`src/rtl/stopwatch_pkg.sv`:
```
// stopwatch_pkg: shared state encoding and counter sizing for the stopwatch control slice
package stopwatch_pkg;
  typedef enum logic [1:0] {IDLE, RUN, PAUSE, LAP} sw_state_t;
  localparam int COUNT_W = $clog2(10000);
  localparam int DEFAULT_MAX = 9999;
endpackage

```
`src/rtl/button_debounce.sv`:
```
// button_debounce: filtered level follows the raw button only after CYCLES consecutive differing samples
module button_debounce #(
  parameter int CYCLES = 1000000
) (
  input  logic clk,
  input  logic reset,
  input  logic i_btn,
  output logic o_level
);
  localparam int CW = $clog2(CYCLES + 1);
  logic [CW-1:0] r_cnt;
  logic          r_level;
  always_ff @(posedge clk) begin
    if (reset) begin
      r_level <= i_btn;
      r_cnt   <= '0;
    end else if (i_btn == r_level) begin
      r_cnt <= '0;
    end else if (r_cnt == CW'(CYCLES - 1)) begin
      r_level <= i_btn;
      r_cnt   <= '0;
    end else begin
      r_cnt <= r_cnt + 1'b1;
    end
  end
  assign o_level = r_level;
endmodule

```
`src/rtl/stopwatch_ctrl.sv`:
```
// stopwatch_ctrl: run/pause/lap/clear FSM and elapsed counter; STOPWATCH_CTRL_DEBOUNCE_EN adds button debouncing
module stopwatch_ctrl
  import stopwatch_pkg::*;
#(
  parameter int MAX_COUNT = DEFAULT_MAX,
  parameter bit SATURATE  = 1'b1
`ifdef STOPWATCH_CTRL_DEBOUNCE_EN
  , parameter int DEBOUNCE_CYCLES = 1000000
`endif
) (
  input  logic               clk,
  input  logic               reset,
  input  logic               tick_1khz,
  input  logic               btn_start_stop,
  input  logic               btn_lap,
  input  logic               btn_clear,
  output logic               count_en,
  output logic [COUNT_W-1:0] elapsed_time,
  output logic [COUNT_W-1:0] display_time,
  output logic               lap_active,
  output logic               overflow,
  output logic [1:0]         state_o
);
  logic [2:0]         w_lvl;
  logic [2:0]         r_btn, r_btn_q;
  logic               r_tick, r_tick_q;
  logic [2:0]         w_press;
  logic               w_tick, w_count, w_at_max, w_zero, w_cap;
  sw_state_t          r_state, w_next;
  logic [COUNT_W-1:0] r_elapsed, r_lap;
  logic               r_overflow, r_count_en, r_lap_active;
`ifdef STOPWATCH_CTRL_DEBOUNCE_EN
  button_debounce #(.CYCLES(DEBOUNCE_CYCLES)) u_db_ss  (.clk(clk), .reset(reset), .i_btn(btn_start_stop), .o_level(w_lvl[0]));
  button_debounce #(.CYCLES(DEBOUNCE_CYCLES)) u_db_lap (.clk(clk), .reset(reset), .i_btn(btn_lap),        .o_level(w_lvl[1]));
  button_debounce #(.CYCLES(DEBOUNCE_CYCLES)) u_db_clr (.clk(clk), .reset(reset), .i_btn(btn_clear),      .o_level(w_lvl[2]));
`else
  assign w_lvl = {btn_clear, btn_lap, btn_start_stop};
`endif
  // bit 0 start/stop, bit 1 lap, bit 2 clear
  assign w_press  = r_btn & ~r_btn_q;
  assign w_tick   = r_tick & ~r_tick_q;
  assign w_count  = w_tick & (r_state == RUN || r_state == LAP);
  assign w_at_max = r_elapsed == COUNT_W'(MAX_COUNT);
  always_comb begin
    w_next = r_state;
    w_zero = 1'b0;
    w_cap  = 1'b0;
    case (r_state)
      IDLE: begin
        w_zero = w_press[2];
        w_next = (~w_press[2] & w_press[0]) ? RUN : IDLE;
      end
      PAUSE: begin
        w_zero = w_press[2];
        w_next = w_press[2] ? IDLE : w_press[0] ? RUN : PAUSE;
      end
      default: begin
        w_cap  = ~w_press[0] & w_press[1];
        w_next = w_press[0] ? PAUSE : w_press[1] ? LAP : r_state;
      end
    endcase
  end
  always_ff @(posedge clk) begin
    if (reset) begin
      r_btn        <= w_lvl;
      r_btn_q      <= w_lvl;
      r_tick       <= tick_1khz;
      r_tick_q     <= tick_1khz;
      r_state      <= IDLE;
      r_count_en   <= 1'b0;
      r_lap_active <= 1'b0;
      r_elapsed    <= '0;
      r_lap        <= '0;
      r_overflow   <= 1'b0;
    end else begin
      r_btn        <= w_lvl;
      r_btn_q      <= r_btn;
      r_tick       <= tick_1khz;
      r_tick_q     <= r_tick;
      r_state      <= w_next;
      r_count_en   <= w_next == RUN || w_next == LAP;
      r_lap_active <= w_next == LAP;
      if (w_zero) begin
        r_elapsed  <= '0;
        r_overflow <= 1'b0;
      end else if (w_count) begin
        r_overflow <= r_overflow | w_at_max;
        r_elapsed  <= w_at_max ? (SATURATE ? r_elapsed : '0) : r_elapsed + 1'b1;
      end
      // capture uses the pre-increment value of a same-cycle tick
      if (w_zero) r_lap <= '0;
      else if (w_cap) r_lap <= r_elapsed;
    end
  end
  assign count_en     = r_count_en;
  assign lap_active   = r_lap_active;
  assign elapsed_time = r_elapsed;
  assign display_time = r_lap_active ? r_lap : r_elapsed;
  assign overflow     = r_overflow;
  assign state_o      = r_state;
endmodule
```
`config.mk`:
```
export PLATFORM = sky130hd
export DESIGN_NAME = stopwatch_ctrl
export DESIGN_NICKNAME = d
export VERILOG_FILES = /design/src/rtl/stopwatch_pkg.sv /design/src/rtl/button_debounce.sv /design/src/rtl/stopwatch_ctrl.sv
export SDC_FILE = /design/constraint.sdc
export NUM_CORES = 1
export LEC_CHECK = 0
export CAP_MARGIN = 20
export CORE_ASPECT_RATIO = 1.1
export CORE_UTILIZATION = 23
export DETAILED_ROUTE_END_ITERATION = 12
export GPL_ROUTABILITY_DRIVEN = 0
export SLEW_MARGIN = 40
export SYNTH_ARGS = -nofsm -noshare
export SYNTH_HDL_FRONTEND = slang
export SYNTH_HIERARCHICAL = 1
export SYNTH_SLANG_ARGS = --single-unit
export TNS_END_PERCENT = 10
```
`constraint.sdc`:
```
create_clock -name clk -period 3.15 [get_ports clk]
set_clock_uncertainty 0.15 [all_clocks]
set_input_delay 0.63 -clock clk [delete_from_list [all_inputs] [get_ports clk]]
set_output_delay 0.63 -clock clk [all_outputs]
set_load 0.1 [all_outputs]
```
==> After elaboration in Yosys (flattened, before gate mapping) <==
Cells that the tools add are included.
{ "classes": {"n_mux": 11, "eq_ne": 6, "bitwise": 11, "reduce_logical": 6, "add_sub_neg": 1} }
{ "ops": {"columns": ["operator", "n"], "rows": [
  ["14-bit by 1-bit adder with 14-bit output, second input constant", 1],
  ["14-bit equality test, second input constant", 1],
  ["14-bit 2-to-1 mux", 1],
  ["2-bit 2-to-1 mux", 4],
  ["2-bit equality test, second input constant", 3],
  ["1-bit bitwise AND", 4],
  ["2-bit by 1-bit equality test with 1-bit output, second input constant", 2],
  ["1-bit 2-to-1 mux", 4],
  ["1-bit NOT", 4],
  ["2-bit one-hot mux with 2 select lines", 1],
  ["2-bit OR reduction", 2],
  ["3-bit bitwise AND", 1],
  ["3-bit 2-to-1 mux", 1],
  ["3-bit NOT", 1],
  ["2-bit logical NOT", 1],
  ["1-bit logical OR", 2],
  ["2-bit AND reduction", 1],
  ["1-bit OR", 1]
]} }
{ "totals": {"regBits": 41} }

==> Depth between registers and ports, before layout <==
{ "logic_depth": {"ltp_word": 8, "depth_mapped": 6, "depth_no_buf": 5} }

==> Least setup slack after synthesis <==
Ideal clock, no wire load.
{ "synth_path": {"kind": "register to output", "start": "register r_elapsed[7], in the netlist elapsed_time[7]", "end": "output port display_time[7]", "required_ps": 2370, "path_slack_ps": -965, "n_path_buf": 0, "path_stages_with_launch": 3, "arrival_ps": 3335, "path_cell_list": "dfxtp_1 inv_1 o21ai_0"} }
{ "synth_between": {"elab_chain_len": 1} }
{ "synth_rtl": {"columns": ["item", "line_no", "text"], "rows": [
  ["from (decl)", "stopwatch_ctrl.sv:30", "logic [COUNT_W-1:0] r_elapsed, r_lap;"],
  ["from (signal assigned)", "stopwatch_ctrl.sv:88", "r_elapsed <= w_at_max ? (SATURATE ? r_elapsed : '0) : r_elapsed + 1'b1;"],
  ["14-bit 2-to-1 mux", "stopwatch_ctrl.sv:98", "assign display_time = r_lap_active ? r_lap : r_elapsed;"],
  ["to (decl)", "stopwatch_ctrl.sv:19", "output logic [COUNT_W-1:0] display_time,"]
]} }
No other way between the ends.

==> Worst setup path in the final report <==
{ "layout_path": {"start": "register r_lap_active, in the netlist lap_active", "end": "output port display_time[10]"} }
{ "layout_between": {"elab_chain_len": 1} }
{ "layout_rtl": {"columns": ["item", "line_no", "text"], "rows": [
  ["from (decl)", "stopwatch_ctrl.sv:31", "logic r_overflow, r_count_en, r_lap_active;"],
  ["from (signal assigned)", "stopwatch_ctrl.sv:71", "r_lap_active <= 1'b0;"],
  ["from (signal assigned)", "stopwatch_ctrl.sv:82", "r_lap_active <= w_next == LAP;"],
  ["14-bit 2-to-1 mux", "stopwatch_ctrl.sv:98", null]
]} }
No other way between the ends.

==> implementation parameters <==
Parameter                              Value

Outcome
  Outcome ... completed

Final layout
  Final net count ... 224
  Multi-input combinational cell area ... 859.6 sq um
  Area growth from synthesis to layout ... 28.06%
  Total inserted antenna cells ... 0
  Combined flip-flop and latch cell area ... 820.8 sq um
  Fill count ... 757
  Fraction of final layout cells with drive strength greater than 1 ... 29.82%
  Most frequent standard cell in the layout excluding fill and tap cells ... dfxtp_1
  Area of all placed cells without fillers ... 2238 sq um
  Most used cells in the layout excluding fill and tap cells ... 41 x dfxtp_1, 37 x buf_4, 26 x nor2_1, 16 x mux2_2, 15 x mux2i_1

Setup path
  Arrival time of the worst setup path ... 1680 ps
  Worst-path fanout max ... 11
  Startpoint type of the worst setup path ... flop
  Crit Path Class ... reg -> out
  Worst Path Required ... 2370 ps
  Endpoint kind of the worst setup timing path ... output port

Floorplanning
  Row Count ... 32
  Chip Width ... 85.12 um
  Die Outline Area ... 7953 sq um
  Chip Height ... 93.43 um
  Starting utilization of the core area ... 24.39%
  Std-Cell Core Area ... 7167 sq um
  Number of placed I/O pins ... 39

Synth
  Adder-Cell Fraction of Synth Area ... 0.7158%
  Synthesis warning total ... 6
  Post-synthesis sequential area ratio ... 46.96%
  Combinational family with the most area after synthesis ... simple AND/OR/NAND/NOR gates
  Mapped Area ... 1748 sq um
  Fraction of synthesized cell area taken by the top area cell type ... 46.96%
  Number of unique standard cell types used by synthesis ... 36
  Share of the synthesized area in compound gates (AO/OA/AOI/OAI) ... 7.301%
  Leading area contributor after synthesis ... dfxtp_1
  Number of nets produced by synthesis ... 187
  Synthesized-area fraction occupied by and/or/nand/nor cells ... 19.76%
  Mean cell area of the mapped netlist ... 9.711 sq um
  Biggest area contributors in the synthesized netlist ... dfxtp_1 47%, mux2_2 10%, mux2i_1 8.6%
  Parity-gate share of the synthesized area counting xor and xnor cells ... 2.505%
  Multiplexer fraction of the synthesized cell area ... 18.90%
  Number of standard cells after synthesis ... 180
  Synthesized flop and latch total ... 41

Timing
  Clock period minus final worst setup slack ... 2460 ps
  Total Neg Setup Slack ... 0 ps
  Setup Viol. Count Final ... 0
  Total count of max-transition violations in the final report ... 0
  Share of the clock period used by the worst path ... 78.09%
  Highest clock rate ... 0.4065 GHz
  Rel. slew slack ... 65.91%
  Worst-margin pin slew ... 510.0 ps
  Unrepaired setup endpoints after global routing ... no
  Number of endpoints with negative hold slack in the final report ... 0

Clock tree
  Latest clock arrival within the worst-skew pair ... 300 ps
  Maximum buffer depth of the clock tree ... 2
  Clock buffers created by TritonCTS ... 5
  CTS tree ... done
  # H-tree levels ... 2
  Cts repair resizes ... 0
  Library cell used as clock root buffer ... clkbuf_8
  TritonCTS sink count ... 41
  Worst-path clk slew ... 70 ps
  Post-CTS setup-driven buffer insertion count ... 0
  Hold bufs inserted after CTS ... 0

GRT
  Number of antenna violations at the first check in global routing ... 0
  Overall fraction of global-route tracks in use ... 10.29%
  Total grt overflow ... 0
  Global-route wire length before repair ... 6410 um
  Pin count of the biggest net entering global routing ... 32
  Via count of the first global-routing pass ... 1303

Drt
  Number of antenna-violating nets in the routed design ... 0
  Post-detailed-route via-to-cell ratio ... 4.581
  Drt first-iter violations ... 48
  Routed length per placed instance ... 12.22 um
  Wire length after detailed routing ... 3702 um
  Remaining routing DRC violations ... 0
  First-pass iteration count of the detailed router ... 4
  Overall via count from detail_route ... 1388

Place
  Area of placed instances ... 2122 sq um
  Count of input and output buffers ... 38
  Final HPWL from detailed placement ... 2612 um

Power and ir drop
  Clock power frac ... 41.9%
  Switching power of the nets ... 238.1 uW
  Power density over the cells ... 468.4 nW/um^2
  Worst-case vdd ir drop ... 240.3 uV
  Net switching share of the total power ... 22.71%
  Lkg Pwr ... 0.0009755 uW
  Internal cell power ... 810.3 uW
  Fraction of power consumed by sequential logic ... 51.1%
  Logic gate share of total power ... 7.0%

Run
  Max capacitance violation total ... 0

Hold path
  Min-delay worst type ... reg -> reg
[critical path, stage by stage, from the launching register on]
cell and delay (ps):
dfxtp_1 530, buf_4 270, mux2_2 350, buf_4 230
[final timing paths]
path	startpoint	end	slack [ps]	cells past startpoint
setup / recovery	lap_active	display_time[10]	690	3
hold / removal	overflow	overflow	340	2
setup reg to reg	elapsed_time[0]	elapsed_time[10]	1040	5
hold reg to reg	overflow	overflow	340	2
[power by group through the flow]
| stage | clock, uW | combinational (uW) | sequential [uW] |
|---|---|---|---|
| after global routing | 476 | 78.9 | 537 |
| final | 440 | 73.3 | 535 |
| after detailed placement | 0 | 74.3 | 548 |
| after floorplan | 0 | 35.4 | 567 |
| after CTS | 454 | 74.5 | 536 |
| after global placement | 0 | 73.8 | 547 |
[sequential cells by signal (all words and copies together), names as in the netlist]
name          count
count_en          1
elapsed_time     14
lap_active        1
overflow          1
r_btn             3
r_btn_q           3
r_lap            14
r_tick            1
r_tick_q          1
state_o           2
[kinds of logic after synthesis]
kind of cell / count (synthesis)
buffers and inverters: 14
adders and majority gates: 1
AOI/OAI and AO/OA: 23
muxes: 31
and+or+nand+nor: 65
DFF: 41
xor gates and xnor gates: 5
[routing by layer]
layer / track usage (%) / wire, um
met5: 0 / 0
met4: 4.520 / 44
met3: 2.913 / 190
met2: 15.79 / 1664
met1: 13.39 / 1802
[synth_stat cells (all sizes together)]
cell,instances
nand3b,1
clkbuf,7
a21oi,9
o211ai,2
or2,2
nor4,1
and3b,1
o31ai,1
nand4,3
buf,5
xnor2,3
o21ai,9
mux2i,15
or4,3
nand3,4
a31oi,1
xor2,2
dfxtp,41
nor3,4
nor2b,1
ha,1
nor2,26
inv,2
or4bb,1
nand2,8
or3,7
mux2,16
nand2b,1
o311ai,1
or4b,1
nor3b,1
[per-stage QoR]
step / setup slack, ps / util, % / power (uW) / instances / hold WS (ps)
2_1_floorplan: -234.4 / - / 602.2 / 180 / 299.3
3_3_place_gp: 729.6 / 29.61 / 621.2 / 295 / 310.1
3_5_place_dp: 714.3 / 29.61 / 622.0 / 295 / 319.7
4_1_cts: 660.6 / 31.23 / 1064 / 303 / 340.2
5_1_grt: 612.6 / 31.23 / 1092 / 303 / 358.8
6_report: 690.1 / 31.23 / 1048 / 303 / 335.0
[cell type report]
class | instances | share of cell area [%]
clock inverters | 1 | 1.342
repair buffers | 42 | 14.65
inverters | 2 | 0.3354
well taps | 85 | 4.751
flip-flops and latches | 41 | 36.67
clock buffers | 7 | 3.857
multi-input cells | 125 | 38.40
Note: power is estimated with default switching activity, not from simulation.
